`src/rtl/pio_key_in_if.sv`:
```
// rtl/pio_key_in_if.sv - Avalon-MM slave bus bundle for the key input PIO
//
// Purpose: groups the register-access signals and the interrupt line of
//          pio_key_in so they travel as one port.
// Signals: address[1:0]      word address
//          chipselect        slave select
//          read_n / write_n  active-low strobes
//          writedata[W-1:0]  write data
//          readdata[W-1:0]   registered read data (slave drives)
//          irq               level interrupt, active-high (slave drives)
interface pio_key_in_if #(
    parameter int WIDTH = 4
) ();
    logic [1:0]       address;
    logic             chipselect;
    logic             read_n;
    logic             write_n;
    logic [WIDTH-1:0] writedata;
    logic [WIDTH-1:0] readdata;
    logic             irq;

    modport master (
        output address, chipselect, read_n, write_n, writedata,
        input  readdata, irq
    );

    modport slave (
        input  address, chipselect, read_n, write_n, writedata,
        output readdata, irq
    );
endinterface

```
`src/rtl/pio_key_in.sv`:
```
// rtl/pio_key_in.sv - active-low key input PIO with falling-edge capture and irq
//
// Purpose: synchronizes active-low key inputs, optionally debounces them,
//          latches falling edges into a write-1-to-clear capture register
//          and raises a masked, registered level interrupt.
// Ports:   clk        system clock, rising edge
//          reset_n    asynchronous active-low reset
//          in_port    asynchronous key inputs, pressed = 0
//          bus        pio_key_in_if.slave register port
//                     read  map: 0 = cond, 1 = 0, 2 = irqmask, 3 = edge_capture
//                     write map: 2 = irqmask, 3 = edge_capture W1C, 0/1 ignored
// Config:  PIO_KEY_IN_DEBOUNCE_EN adds a per-bit stability counter of
//          DEBOUNCE_CYCLES clocks between the synchronizer and edge detect.
module pio_key_in #(
    parameter int          WIDTH           = 4,
    parameter logic [15:0] DEBOUNCE_CYCLES = 16'd50000
) (
    input  logic             clk,
    input  logic             reset_n,
    input  logic [WIDTH-1:0] in_port,
    pio_key_in_if.slave      bus
);

    logic [WIDTH-1:0] sync1_q, sync1_d;
    logic [WIDTH-1:0] sync2_q, sync2_d;
    logic [WIDTH-1:0] cond_prev_q, cond_prev_d;
    logic [WIDTH-1:0] irqmask_q, irqmask_d;
    logic [WIDTH-1:0] edge_capture_q, edge_capture_d;
    logic [WIDTH-1:0] readdata_q, readdata_d;
    logic             irq_q, irq_d;

    logic [WIDTH-1:0] cond;
    logic [WIDTH-1:0] edge_det;
    logic             rd_en;
    logic             wr_en;

`ifdef PIO_KEY_IN_DEBOUNCE_EN
    localparam logic [15:0] CNT_LAST = DEBOUNCE_CYCLES - 16'd1;

    logic [WIDTH-1:0]       cond_q, cond_d;
    logic [WIDTH-1:0][15:0] cnt_q, cnt_d;

    // A bit only follows the synchronizer after it has disagreed with the
    // current debounced value for DEBOUNCE_CYCLES back-to-back clocks; any
    // agreement in between restarts the count.
    always_comb begin
        cond_d = cond_q;
        cnt_d  = cnt_q;
        for (int i = 0; i < WIDTH; i++) begin
            if (sync2_q[i] != cond_q[i]) begin
                if (cnt_q[i] == CNT_LAST) begin
                    cond_d[i] = sync2_q[i];
                    cnt_d[i]  = '0;
                end else begin
                    cnt_d[i] = cnt_q[i] + 16'd1;
                end
            end else begin
                cnt_d[i] = '0;
            end
        end
    end

    always_ff @(posedge clk or negedge reset_n) begin
        if (!reset_n) begin
            cond_q <= '1;
            cnt_q  <= '0;
        end else begin
            cond_q <= cond_d;
            cnt_q  <= cnt_d;
        end
    end

    assign cond = cond_q;
`else
    // The debounce length has no effect in this build.
    if (DEBOUNCE_CYCLES == 16'd0) begin : g_debounce_ignored
    end

    assign cond = sync2_q;
`endif

    assign rd_en    = bus.chipselect & ~bus.read_n;
    assign wr_en    = bus.chipselect & ~bus.write_n;
    assign edge_det = cond_prev_q & ~cond;

    always_comb begin
        sync1_d        = in_port;
        sync2_d        = sync1_q;
        cond_prev_d    = cond;
        irqmask_d      = irqmask_q;
        edge_capture_d = edge_capture_q;
        readdata_d     = readdata_q;

        if (wr_en) begin
            case (bus.address)
                2'd2:    irqmask_d      = bus.writedata;
                2'd3:    edge_capture_d = edge_capture_q & ~bus.writedata;
                default: ;
            endcase
        end
        // OR-ing the new edges in after the clear lets a coincident edge win.
        edge_capture_d = edge_capture_d | edge_det;

        if (rd_en) begin
            case (bus.address)
                2'd0:    readdata_d = cond;
                2'd1:    readdata_d = '0;
                2'd2:    readdata_d = irqmask_q;
                default: readdata_d = edge_capture_q;
            endcase
        end

        irq_d = |(edge_capture_q & irqmask_q);
    end

    // Input-side flops reset high so the first cycles after reset look like
    // released keys and produce no falling edge.
    always_ff @(posedge clk or negedge reset_n) begin
        if (!reset_n) begin
            sync1_q        <= '1;
            sync2_q        <= '1;
            cond_prev_q    <= '1;
            irqmask_q      <= '0;
            edge_capture_q <= '0;
            readdata_q     <= '0;
            irq_q          <= 1'b0;
        end else begin
            sync1_q        <= sync1_d;
            sync2_q        <= sync2_d;
            cond_prev_q    <= cond_prev_d;
            irqmask_q      <= irqmask_d;
            edge_capture_q <= edge_capture_d;
            readdata_q     <= readdata_d;
            irq_q          <= irq_d;
        end
    end

    assign bus.readdata = readdata_q;
    assign bus.irq      = irq_q;

endmodule

```
`src/flat_wrapper.sv`:
```
// flat-port wrapper written by rule: the top's interface ports become plain ports
module pio_key_in_flat 
#(
    parameter int          WIDTH           = 4,
    parameter logic [15:0] DEBOUNCE_CYCLES = 16'd50000
)
  (clk, reset_n, in_port, bus_address, bus_chipselect, bus_read_n, bus_write_n, bus_writedata, bus_readdata, bus_irq);
  pio_key_in_if #(.WIDTH(WIDTH)) bus_i ();
  input  logic clk;
  input  logic reset_n;
  input  logic [WIDTH-1:0] in_port;
  input wire logic [$bits(bus_i.address)-1:0] bus_address;
  input wire logic [$bits(bus_i.chipselect)-1:0] bus_chipselect;
  input wire logic [$bits(bus_i.read_n)-1:0] bus_read_n;
  input wire logic [$bits(bus_i.write_n)-1:0] bus_write_n;
  input wire logic [$bits(bus_i.writedata)-1:0] bus_writedata;
  output wire logic [$bits(bus_i.readdata)-1:0] bus_readdata;
  output wire logic [$bits(bus_i.irq)-1:0] bus_irq;
  assign bus_i.address = bus_address;
  assign bus_i.chipselect = bus_chipselect;
  assign bus_i.read_n = bus_read_n;
  assign bus_i.write_n = bus_write_n;
  assign bus_i.writedata = bus_writedata;
  assign bus_readdata = bus_i.readdata;
  assign bus_irq = bus_i.irq;
  pio_key_in #(.WIDTH(WIDTH), .DEBOUNCE_CYCLES(DEBOUNCE_CYCLES)) u_core (.clk(clk), .reset_n(reset_n), .in_port(in_port), .bus(bus_i));
endmodule
```
`config.mk`:
```
export PLATFORM = sky130hd
export DESIGN_NAME = pio_key_in_flat
export DESIGN_NICKNAME = d
export VERILOG_FILES = /design/src/rtl/pio_key_in_if.sv /design/src/rtl/pio_key_in.sv /design/src/flat_wrapper.sv
export SDC_FILE = /design/constraint.sdc
export NUM_CORES = 1
export LEC_CHECK = 0
export BUFFER_PORTS_ARGS = -buffer_cell sky130_fd_sc_hd__buf_2
export CAP_MARGIN = 10
export CORE_ASPECT_RATIO = 0.9
export CORE_MARGIN = 1
export CORE_UTILIZATION = 55
export DETAILED_ROUTE_END_ITERATION = 8
export MAX_ROUTING_LAYER = met4
export PLACE_DENSITY = 0.9
export SKIP_CTS_REPAIR_TIMING = 1
export SLEW_MARGIN = 20
export SYNTH_ARGS = -nofsm -noshare
export SYNTH_HDL_FRONTEND = slang
export SYNTH_SLANG_ARGS = --single-unit
export TNS_END_PERCENT = 10
```
`constraint.sdc`:
```
create_clock -name clk -period 3.1 [get_ports clk]
set_input_delay 0.31 -clock clk [delete_from_list [all_inputs] [get_ports clk]]
set_output_delay 0.31 -clock clk [all_outputs]
set_load 0.005 [all_outputs]
```
# Word-level counts from Yosys, hierarchy flattened
# Index checks and enable logic that the tools add are counted.
# word_totals
regBits	25
inputBits	15
word_cells	26
# classes
n_eq_ne	3
n_mux	3
n_bitwise	10
reduce_logical	3
# op_table
operator	count
AND 4 bit	3
case mux 4 bit (3 select lines)	1
2-to-1 mux 4 bit	2
inverter 4 bit	2
equality test 2 bit, second input constant	2
bitwise OR 4 bit	1
OR reduction 4 bit	1
AND 1 bit	2
equality test 2 x 1 -> 1 bit, second input constant	1
logical NOT 2 bit	1
inverter 1 bit	2
AND reduction 2 bit	1

# Longest topological paths before layout
# logic_depth
depth_word	5
mapped_depth	4

# Worst setup path after synthesis
# No wires, ideal clock.
# synth_timing
path_type	input port to flip-flop
from	input port bus_address[0]
to	register u_core.irqmask_q[0]
setup_ps	125
arrival_time_ps	1057
required_time_ps	2975
slack_ps	1917
stages	3
path_cell_list	buf_6 and4bb_4 mux2_4
# synth_between
elab_chain_len	2
# synth_rtl
item	line	text
from (decl)	flat_wrapper.sv:12	input wire logic [$bits(bus_i.address)-1:0] bus_address;
equality test 2 bit	pio_key_in.sv:95	case (bus.address)
AND reduction 2 bit (no source line)	n/a	
to (signal assigned)	pio_key_in.sv:131	irqmask_q <= irqmask_d;
to (decl)	pio_key_in.sv:27	logic [WIDTH-1:0] irqmask_q, irqmask_d;
# Every way passes these cells.
# A chain may end at the register's enable or synchronous reset.

# Worst setup path after layout
# layout_timing
from	register u_core.readdata_q[1], in the netlist u_core.bus.readdata[1]
to	output port bus_readdata[1]
# layout_rtl
item	line	text
from (decl)	pio_key_in.sv:29	logic [WIDTH-1:0] readdata_q, readdata_d;
from (signal assigned)	pio_key_in.sv:133	readdata_q <= readdata_d;
to (decl)	flat_wrapper.sv:17	output wire logic [$bits(bus_i.readdata)-1:0] bus_readdata;
# No word-level cell between the ends.

==> results.ini <==
[outcome]
run_status = complete, no violations

[layout]
diodes = 0
syn_to_final_growth_pct = 14.0
fin_nets = 104
drive_above_1_share = 0.477
final_util = 0.712

[setup_path]
crit_family = flip-flops
worst-path-stages = 1
crit_buf_inv = 1
path_max_fanout = 2
critical_path_class = reg2out
critical_path.cell_chain = buf_2
crit_start = u_core.bus.readdata[1]$_DFFE_PN0P_
critPathSlowestCell = dfrtp_1
max_stage_delay_ps = 400
cp.required_ps = 2790
crit_arrival_ps = 830
cp-end-kind = output pin
start_kind = flop
reg2reg_from = u_core.irqmask_q[0]$_DFFE_PN0P_
reg2reg_depth = 3

[drt]
drt_pre_antenna_iters = 3
post-route-drc-count = 0
viasPerCell = 5.14
vias = 565
routedWlPerCell_um = 13.7
drt_iter0_markers = 7
antenna_left = 0
detail_route.wirelength_um = 1510

[sta]
hold_viol_final = 0
tightest_slew_ps = 521
setup_slack_ps = 1960
min_period_ps = 1140
rsz0062_at_grt = no
fmax_mhz = 875
slew_viol_final = 0
holdWs_ps = 87.6
setup_viol = 0
min_period_over_period = 0.369
fin_setup_tns_ps = 0
worst_clock_skew_ps = 5.34
slew-limit-headroom = 0.652

[floorplan]
dieHeight_um = 41.7
die_w_um = 46.1
initial_core_util = 0.624
fp-row-count = 13
coreArea_mm2 = 0.00155
die_area_mm2 = 0.00193
io_pins = 20

[clocking]
clk_latency_ps = 310
numClockSinks = 25
cts.path.max_buffers = 2
clkTransAtPathRegs_ps = 120
root_buffer = clkbuf_4
cts_tree = done
htreeDepth = 1
cts_buffers = 3

[synth]
async_flop_share = 1.00
synth_nets = 82
synth.lib_cells_used.distinct = 20
avgSynthCellArea_um2 = 14.4
synthTopCellsByCount = dfrtp_1 (13), dfstp_2 (12), mux2_4 (5), nand2_1 (5)
ys_seq_elements = 25
synth_edf_count = 0
ys.flop_type = dfrtp_1
yosys.area.top_type = dfrtp_1
yosys_warnings = 0
synth_top_cell_area_share = 0.337
yosysMostFrequentCell = dfrtp_1
synth-seq-area-share = 0.664
syn_inst = 67
synthTopCellsByArea = dfrtp_1 (34%), dfstp_2 (33%), mux2_4 (7.8%)
syn_area_um2 = 965

[worst_hold_path]
hp-start = in_port[1]
whs_path_depth = 1
hold_path.class = in2reg

[grt]
grt_overflow_total = 0
grt_pass1_wl_um = 2620
grt_max_degree = 26
antenna_found_initial = 0
first_global_vias = 589
track_usage = 0.195

[placed_design]
gp_congestion = 0.818
port_buffers = 19
dp_hpwl_um = 1100
pre_cts_ws_ps = 1820

[power_and_ir_drop]
p_leak_nw = 0.499
ir_drop_v = 0.000357
power.density_mw_per_mm2 = 555

[flow_run]
drv_cap = 0

-- worst paths after layout --
path,slack (ps),endpoint
max in group asynchronous,2230,u_core.cond_prev_q[1]$_DFF_PN1_
worst min-delay path,90,u_core.sync1_q[1]$_DFF_PN1_
worst min register to register,360,u_core.cond[3]$_DFF_PN1_
worst max-delay path,1960,bus_readdata[1]
worst max register to register,2000,u_core.bus.readdata[0]$_DFFE_PN0P_
min in group asynchronous,490,u_core.bus.readdata[3]$_DFFE_PN0P_
-- registers in the layout (all words and copies together), names as in the netlist --
| name | flops |
|---|---|
| u_core.bus.irq | 1 |
| u_core.cond | 4 |
| u_core.irqmask_q | 4 |
| u_core.sync1_q | 4 |
| u_core.cond_prev_q | 4 |
| u_core.bus.readdata | 4 |
| u_core.edge_capture_q | 4 |
-- stage by stage --
| stage | std cells | power (mW) | area (um2) |
|---|---|---|---|
| final | 110 | 0.611 | 1100 |
| after global routing | 110 | 0.645 | 1100 |
| after CTS | 109 | 0.619 | 1090 |
| after detailed placement | 105 | 0.479 | 1060 |
| after global placement | 105 | 0.474 | 1060 |
| after floorplan | 67 | 0.443 | 965 |
-- routing by layer --
layer / track usage / part of all wire
met2: 0.304 / 0.47
met5: - / 0
met3: 0.0652 / 0.044
met4: 0.0176 / 0
met1: 0.259 / 0.48
-- where the power goes --
group | leakage (nW) | switching [mW] | internal (mW)
registers | 0.267 | 0.0221 | 0.366
logic | 0.218 | 0.0347 | 0.0514
clock network | 0.0150 | 0.0862 | 0.0502
-- final cells by class --
cell class / instances / area, um2
inverters: 4 / 15.0
flip-flops and latches: 25 / 641
clock buffers: 4 / 26.3
repair buffers: 20 / 105
multi-input cells: 35 / 285
fillers: 124 / 445
well taps: 22 / 27.5
-- layout by cell type, fill, tap and decap left out --
cell type	Yosys	layout
buf_2	1	19
dfrtp_1	13	13
dfstp_2	12	12
nand2_1	5	5
mux2_4	5	5
inv_1	4	4
a22o_1	4	4
a22oi_1	4	4
nor2_1	3	3
clkbuf_4	0	3
mux2i_1	2	2
nand3_1	2	2
o211ai_1	2	2
o21a_1	2	2
a21oi_1	2	2
and4b_2	1	1
and4bb_4	1	1
nor2b_1	1	1
mux2_2	1	1
clkbuf_1	0	1
dlygate4sd3_1	0	1
-- logic make-up after synthesis --
family / share of synthesized area
AOI/OAI and AO/OA: 0.109
muxes: 0.110
buffers and inverters: 0.0402
and+or+nand+nor: 0.0765
DFF: 0.664
Note: power is estimated with default switching activity, not from simulation.
